--- config.mk ---
export PLATFORM = sky130hd
export DESIGN_NAME = mod_mul_radix4
export DESIGN_NICKNAME = d
export VERILOG_FILES = /design/src/rtl/mod_mul_radix4.sv
export SDC_FILE = /design/constraint.sdc
export NUM_CORES = 1
export LEC_CHECK = 0
export ABC_CLOCK_PERIOD_IN_PS = 11000
export BUFFER_PORTS_ARGS = -buffer_cell sky130_fd_sc_hd__clkbuf_2
export CORE_MARGIN = 2
export CORE_UTILIZATION = 40
export CTS_BUF_LIST = sky130_fd_sc_hd__clkbuf_8
export DETAILED_ROUTE_END_ITERATION = 16
export GPL_TIMING_DRIVEN = 0
export PLACE_DENSITY = 0.66
export SYNTH_ARGS = -nofsm -noshare
export SYNTH_HDL_FRONTEND = slang
export SYNTH_SLANG_ARGS = --single-unit
--- constraint.sdc ---
create_clock -name iClk -period 11 [get_ports iClk]
set_input_delay 1.65 -clock iClk [delete_from_list [all_inputs] [get_ports iClk]]
set_output_delay 1.65 -clock iClk [all_outputs]
set_load 0.01 [all_outputs]
--- src/rtl/mod_mul_radix4.sv ---
// ---------------------------------------------------------------------------
// mod_mul_radix4 : iterative radix-4 modular multiplier, oData = (iA*iB) mod iQ
//
// The multiplicand is scanned two bits per cycle, MSB first, with
// acc = (4*acc + digit*B) mod Q. The digit multiples M0..M3 are prepared in
// two setup cycles (PRE2, PRE3), then one ITER cycle is spent per digit.
// Valid/ready handshake on both sides; no overlap between operations.
//
// Optional build macro: MOD_MUL_RANGE_CHECK_EN
//   Adds output oErr. Operands with iA>=iQ, iB>=iQ or iQ<2 skip the
//   computation and complete one edge after accept with oData=0, oErr=1.
// Operand width is the BITWIDTH parameter, default 16.
// ---------------------------------------------------------------------------
module mod_mul_radix4 #(
   parameter int BITWIDTH = 16
) (
   input  logic                iClk,
   input  logic                iRstN,
   input  logic                iValid,
   output logic                oReady,
   input  logic [BITWIDTH-1:0] iA,
   input  logic [BITWIDTH-1:0] iB,
   input  logic [BITWIDTH-1:0] iQ,
   output logic                oValid,
   input  logic                iReady,
`ifdef MOD_MUL_RANGE_CHECK_EN
   output logic                oErr,
`endif
   output logic [BITWIDTH-1:0] oData
);

   localparam int DIGITS = (BITWIDTH + 1) / 2;
   localparam int AW     = 2 * DIGITS;               // A zero-extended to whole digits
   localparam int CW     = (DIGITS > 1) ? $clog2(DIGITS) : 1;

   typedef enum logic [2:0] {
      S_IDLE,
      S_PRE2,
      S_PRE3,
      S_ITER,
      S_DONE
   } state_t;

   state_t              r_state;
   state_t              w_state_next;

   logic [AW-1:0]       r_a;
   logic [BITWIDTH-1:0] r_b;
   logic [BITWIDTH-1:0] r_q;
   logic [BITWIDTH-1:0] r_m2;
   logic [BITWIDTH-1:0] r_m3;
   logic [BITWIDTH-1:0] r_acc;
   logic [CW-1:0]       r_cnt;
   logic [BITWIDTH-1:0] r_data;

   logic                w_accept;
   logic                w_last;
   logic                w_illegal;

   // ------------------------------------------------------------------------
   // Operand range check (only meaningful when the feature is built in)
   // ------------------------------------------------------------------------
`ifdef MOD_MUL_RANGE_CHECK_EN
   logic r_err;
   assign w_illegal = (iA >= iQ) || (iB >= iQ) || (iQ < BITWIDTH'(2));
   assign oErr      = r_err;
`else
   assign w_illegal = 1'b0;
`endif

   assign w_accept = iValid && (r_state == S_IDLE);
   assign w_last   = (r_cnt == '0);

   // ------------------------------------------------------------------------
   // Modular arithmetic datapath
   // ------------------------------------------------------------------------
   // M2 = 2B mod Q with one conditional subtract at BITWIDTH+1 bits.
   logic [BITWIDTH:0]   w_b2;
   logic [BITWIDTH:0]   w_m2_full;
   logic [BITWIDTH-1:0] w_m2;
   assign w_b2      = {r_b, 1'b0};
   assign w_m2_full = (w_b2 >= {1'b0, r_q}) ? (w_b2 - {1'b0, r_q}) : w_b2;
   assign w_m2      = BITWIDTH'(w_m2_full);

   // M3 = (M2 + B) mod Q.
   logic [BITWIDTH:0]   w_m3_sum;
   logic [BITWIDTH:0]   w_m3_full;
   logic [BITWIDTH-1:0] w_m3;
   assign w_m3_sum  = {1'b0, r_m2} + {1'b0, r_b};
   assign w_m3_full = (w_m3_sum >= {1'b0, r_q}) ? (w_m3_sum - {1'b0, r_q}) : w_m3_sum;
   assign w_m3      = BITWIDTH'(w_m3_full);

   // t = (4*acc) mod Q: acc < Q so 4*acc < 4Q and three subtracts suffice.
   logic [BITWIDTH+1:0] w_q_ext;
   logic [BITWIDTH+1:0] w_t0;
   logic [BITWIDTH+1:0] w_t1;
   logic [BITWIDTH+1:0] w_t2;
   logic [BITWIDTH+1:0] w_t3;
   logic [BITWIDTH-1:0] w_t;
   assign w_q_ext = {2'b00, r_q};
   assign w_t0    = {r_acc, 2'b00};
   assign w_t1    = (w_t0 >= w_q_ext) ? (w_t0 - w_q_ext) : w_t0;
   assign w_t2    = (w_t1 >= w_q_ext) ? (w_t1 - w_q_ext) : w_t1;
   assign w_t3    = (w_t2 >= w_q_ext) ? (w_t2 - w_q_ext) : w_t2;
   assign w_t     = BITWIDTH'(w_t3);

   // Current digit selects one of the precomputed multiples.
   logic [1:0]          w_digit;
   logic [BITWIDTH-1:0] w_md;
   assign w_digit = r_a[2*r_cnt +: 2];

   // Digit-multiple table lookup
   always_comb begin
      // NOTE: every branch-assigned combinational signal gets a default first so no latch is inferred.
      w_md = '0;
      case (w_digit)
         2'd0:    w_md = '0;
         2'd1:    w_md = r_b;
         2'd2:    w_md = r_m2;
         default: w_md = r_m3;
      endcase
   end

   // s = (t + Md) mod Q.
   logic [BITWIDTH:0]   w_s_sum;
   logic [BITWIDTH:0]   w_s_full;
   logic [BITWIDTH-1:0] w_s;
   assign w_s_sum  = {1'b0, w_t} + {1'b0, w_md};
   assign w_s_full = (w_s_sum >= {1'b0, r_q}) ? (w_s_sum - {1'b0, r_q}) : w_s_sum;
   assign w_s      = BITWIDTH'(w_s_full);

   // ------------------------------------------------------------------------
   // Control FSM
   // ------------------------------------------------------------------------
   // State register
   always_ff @(posedge iClk or negedge iRstN) begin
      if (!iRstN) begin
         r_state <= S_IDLE;
      end else begin
         // NOTE: sequential state uses non-blocking assignments so every flop samples pre-edge values.
         r_state <= w_state_next;
      end
   end

   // Next-state decode
   always_comb begin
      w_state_next = r_state;
      case (r_state)
         S_IDLE: begin
            if (iValid) begin
               w_state_next = w_illegal ? S_DONE : S_PRE2;
            end
         end
         S_PRE2:  w_state_next = S_PRE3;
         S_PRE3:  w_state_next = S_ITER;
         S_ITER: begin
            if (w_last) begin
               w_state_next = S_DONE;
            end
         end
         S_DONE: begin
            if (iReady) begin
               w_state_next = S_IDLE;
            end
         end
         default: w_state_next = S_IDLE;
      endcase
   end

   assign oReady = (r_state == S_IDLE);
   assign oValid = (r_state == S_DONE);
   assign oData  = r_data;

   // ------------------------------------------------------------------------
   // Datapath registers: operand capture, multiples, accumulator, result
   // ------------------------------------------------------------------------
   // Operand capture and per-state datapath updates
   always_ff @(posedge iClk or negedge iRstN) begin
      if (!iRstN) begin
         // NOTE: all datapath registers are reset so an aborted operation leaves no stale result visible.
         r_a    <= '0;
         r_b    <= '0;
         r_q    <= '0;
         r_m2   <= '0;
         r_m3   <= '0;
         r_acc  <= '0;
         r_cnt  <= '0;
         r_data <= '0;
`ifdef MOD_MUL_RANGE_CHECK_EN
         r_err  <= 1'b0;
`endif
      end else begin
         case (r_state)
            S_IDLE: begin
               if (w_accept) begin
                  r_a   <= AW'(iA);
                  r_b   <= iB;
                  r_q   <= iQ;
                  r_acc <= '0;
                  r_cnt <= CW'(DIGITS - 1);
`ifdef MOD_MUL_RANGE_CHECK_EN
                  r_err <= w_illegal;
                  if (w_illegal) begin
                     r_data <= '0;
                  end
`endif
               end
            end
            S_PRE2: r_m2 <= w_m2;
            S_PRE3: r_m3 <= w_m3;
            S_ITER: begin
               r_acc <= w_s;
               r_cnt <= r_cnt - CW'(1);
               if (w_last) begin
                  r_data <= w_s;
               end
            end
            S_DONE: begin
`ifdef MOD_MUL_RANGE_CHECK_EN
               if (iReady) begin
                  r_err <= 1'b0;
               end
`endif
            end
            default: ;
         endcase
      end
   end

endmodule

* After elaboration in Yosys (flattened, before gate mapping)
Index checks and enable logic that the tools add are counted. W data, S select, Z words.
Storage, ports and cells: register bits 118, output and inout bits 18, logic and storage cells 59
Operators by class: $add $sub $neg 9, magnitude comparators 6, eq/ne operators 10, shift-type cells 1, mux-type cells 15, reduce and logical (&&, ||, !) cells 9
Operator list (count):
- $mux W16 | 5
- $sub A16 B16 Y16 | 4
- $ge A18 B16 Y1 | 3
- $ge A17 B16 Y1 | 3
- $pmux W16 S3 | 1
- $mux W18 | 2
- $sub A18 B16 Y18 | 2
- $add A16 B16 Y17 | 2
- $pmux W16 S2 | 1
- $shiftx A16 B5 Y2 | 1
- $pmux W3 S5 | 1
- $mux W3 | 4
- $eq A3 B2 Y1 const B | 2
- $logic_not A3 Y1 | 2
- $pmux W3 S2 | 1
- $reduce_and A2 Y1 | 3
- $ne A2 B1 Y1 const B | 2
- $ne A2 B2 Y1 const B | 2
- $eq A3 B1 Y1 const B | 1
- $eq A3 B3 Y1 const B | 1
- $reduce_and A3 Y1 | 1
- $sub A3 B1 Y3 const B | 1
- $eq A2 B1 Y1 const B | 1
- $eq A2 B2 Y1 const B | 1
- 3 further kinds | 3

* Logic depth before layout (Yosys ltp)
depth in word-level cells 10, depth in mapped cells 58

* Worst setup path after synthesis
Ideal clock, no wire load.
path type register to register, start register r_q[0], end register r_data[13] (netlist: oData[13]), setup time 130 ps, arrival 10311 ps, path slack 559 ps, stages on the path, launching flop included 56, path buffers 6, cells stage by stage dfrtp_1 > buf_2 > inv_1 > ha_1 > a211oi_1 > o31ai_4 > a22oi_2 > nand3_2 > clkbuf_1 > buf_1 > mux2i_1 > inv_1 > ha_1 > nand2_1 > nor2_1 > nand3_1 > a2111o_1 > o211ai_1 > [20 not listed] > a21oi_1 > o21bai_1 > a211o_1 > nand3_1 > nand4_1 > a31o_2 > and4_1 > nor3_1 > ha_1 > nand4_1 > nor4_1 > nor3_1 > nand3_1 > a31o_2 > a21oi_2 > buf_2 > mux2i_1 > o21ai_0
On the way: longest elaborated chain between the ends 9, elaborated cells between the ends (all ways) 13, classes of those cells add/sub (5); order compare (4); mux (4)
RTL lines:
- start: declaration | RTL line 49 | logic [BITWIDTH-1:0] r_q;
- start signal: assignment | RTL line 198 | r_q <= iQ;
- $sub A18 B16 Y18 or $ge A18 B16 Y1 (tied branches) | RTL line 102 | assign w_t1 = (w_t0 >= w_q_ext) ? (w_t0 - w_q_ext) : w_t0;
- $mux W18 | RTL line 102
- $sub A18 B16 Y18 or $ge A18 B16 Y1 (tied branches) | RTL line 103 | assign w_t2 = (w_t1 >= w_q_ext) ? (w_t1 - w_q_ext) : w_t1;
- $mux W18 | RTL line 103
- $sub A16 B16 Y16 or $ge A18 B16 Y1 (tied branches) | RTL line 104 | assign w_t3 = (w_t2 >= w_q_ext) ? (w_t2 - w_q_ext) : w_t2;
- $mux W16 | RTL line 104
- $add A16 B16 Y17 | RTL line 128 | assign w_s_sum = {1'b0, w_t} + {1'b0, w_md};
- $sub A16 B16 Y16 or $ge A17 B16 Y1 (tied branches) | RTL line 129 | assign w_s_full = (w_s_sum >= {1'b0, r_q}) ? (w_s_sum - {1'b0, r_q}) : w_s_sum;
- $mux W16 * | RTL line 129
- end signal: assignment | RTL line 215 | r_data <= w_s;
- end: declaration | RTL line 54 | logic [BITWIDTH-1:0] r_data;
Mark *: on every way between the ends. The rest lies on a longest branch, timed or not. A chain may end at the register's enable or synchronous reset.

* Worst setup path after layout
start register r_q[5], end register r_data[12] (netlist: oData[12])
Same word-level chain as after synthesis.

==> reports/qor.yml <==
status: "finished clean"
dieArea_um2: 30000
yosys.area.top_type: "dfrtp_1"
grt_max_degree: 97
clock_path_buffers: 2
ctsHtreeMaxLevel: 4
io_buffers: 69
synth_top_cell_area_share: 0.258
post-synth-top-count-cell: "nand2_1"
worstPathRequired_ns: 11.33
syn_area_um2: 11400
crit_type: "reg2reg"
antenna_found_initial: 0
yosys_warnings: 0
clock-sinks: 118
die_y_um: 173
start_kind: "register"
grt_pass1_vias: 10500
vias: 11100
maxCapViolations: 0
grt_usage: 0.245
synth-seq-cells: 118
finalSetupViolCount: 0
start_util: 0.409
async_reset_ff_frac: 1.00
drt-total-wl_um: 37500
yosysUniqueCellTypes: 81
fin_cells: 1947
cts_made_buffers: 17
dp_hpwl_um: 27300
seq_area_frac_synth: 0.258
worst-path-max-fanout: 10
max_stage_delay_ns: 0.40
grt_pass1_wl_um: 57600
cts_tree: "built"
synth_edf_count: 0
avgRoutedWirePerCell_um: 19.3
slew_headroom: 0.245
fmax_mhz: 93.6
io_pins: 70
fin_skew_ns: 0.0218
diodes: 0
finish.net_count: 1742
drive_gt1_frac: 0.184
post-place-cells: 1869
maxSlewViolCount: 0
synth_area_per_cell_um2: 8.06
grt_overflow_total: 0
worstPathArrival_ns: 11.01
synth_flop_cell: "dfrtp_1"
drtIter0Drc: 921
row_count: 61
worst_slew_pin_slew_ns: 1.10
via_per_inst: 5.71
dr.pass1.iters: 6
syn_inst: 1421
utilization: 0.490
hold_viol: 0
drc: 0
synth_common_cells: "nand2_1 (234), o21ai_0 (144), ha_1 (128)"
crit_path_end_kind: "register"
die_w_um: 173
design.core.area_um2: 28000
cpMaxStageDelayCell: "fa_1"
synth_nets: 1607
final.period_utilization: 0.971
min_path_type: "reg2reg"
area_delta_synth_final_pct: 19.8
gp_congestion: 0.957
postRouteAntennaNets: 0
min_period_ns: 10.68
clockRootBuffer: "clkbuf_8"
clock_latency_ns: 0.46
synth_area_leaders: "dfrtp_1 (26%), ha_1 (14%), nand2_1 (7.7%), o21ai_0 (6.3%), xnor2_1 (5.2%)"
cts.clk_slew.worst_paths_ns: 0.08
[path summary, 6_finish.rpt]
path                         start  cells after the start        end  slack, ns
min in group asynchronous    iRstN                      1     r_a[9]       1.05
hold / removal             r_a[14]                      2    r_a[14]       0.48
setup reg to reg            r_q[5]                     55  oData[12]       0.32
max in group asynchronous    iRstN                      2     r_q[1]       9.18
setup / recovery            r_q[5]                     55  oData[12]       0.32
hold reg to reg            r_a[14]                      2    r_a[14]       0.48
[routing by layer]
metal  wire length (um)  vias up  global-route usage  part of all wire
met1              15500     5376               0.301              0.41
met3               1850       76              0.0321             0.049
li1                   -     5354                   -                 -
met5                  0        -                   0                 0
met2              18600      313               0.425              0.49
met4               1580        0               0.113             0.042
[metrics by stage]
step | setup TNS (ns) | worst slack (ns) | area (um^2) | hold WS [ns]
6_report | 0 | 0.320 | 13700 | 0.477
5_1_grt | -2.71 | -0.159 | 13700 | 0.495
4_1_cts | 0 | 0.00405 | 13300 | 0.482
3_5_place_dp | -63.23 | -2.18 | 12300 | 0.461
3_3_place_gp | -62.93 | -2.18 | 12300 | 0.457
2_1_floorplan | 0 | 0.559 | 11400 | 0.440
[kinds of logic (layout without fill, tap and decap cells)]
logic type | Yosys count | after routing | synth area share
simple gates | 507 | 507 | 0.202
compound gates | 395 | 395 | 0.214
fa+ha+maj | 134 | 134 | 0.150
flops | 118 | 118 | 0.258
buf+inv | 105 | 253 | 0.0370
xor+xnor | 97 | 97 | 0.0749
mux | 65 | 65 | 0.0636
[worst max-delay path, delay by kind of cell, from the launching register on]
| family | cells | cell delay [ns] |
|---|---|---|
| AO/OA/AOI/OAI | 20 | 4.02 |
| XOR/XNOR | 1 | 0.15 |
| adder cells (fa/ha/maj) | 6 | 1.76 |
| buffers and inverters | 7 | 1.21 |
| flip-flops | 1 | 0.39 |
| multiplexers | 2 | 0.53 |
| AND/OR/NAND/NOR | 19 | 2.45 |
[layout by cell type, fill, tap and decap left out, drive strengths merged, types with 20 or more instances in the layout]
cell    count
ha        128
nand2     235
a21oi     109
o21ai     151
nand3      48
mux2i      39
clkbuf    120
nor2       93
dfrtp     118
xor2       29
nor3       29
a21o       34
nor2b      20
inv        47
buf        60
mux2       22
xnor2      68
[final cells by class]
cell class	count	area (um^2)
fill	2756	14300
tap	378	473
clock inverter	14	173
multi-input combinational	1198	8600
inverter	59	282
sequential	118	2960
timing repair buffer	116	727
buffer	46	260
clock buffer	18	248
[flip-flops by register name, indices dropped and copies added, names as in the netlist]
name and cells:
oData 16, r_a 16, r_acc 16, r_b 16
r_cnt 3, r_m2 16, r_m3 16, r_q 16
r_state 3
[timing repair]
item                       4_1_cts  5_1_grt
setup endpoints to repair       32       32
hold buffers                     0        0
pin swaps                       10       26
cloned                           0        1
resized for setup               75       57
buffers inserted                26       19
Power is not shown: default switching activity piles up to over one toggle a cycle in this logic, so the estimate is an artifact.
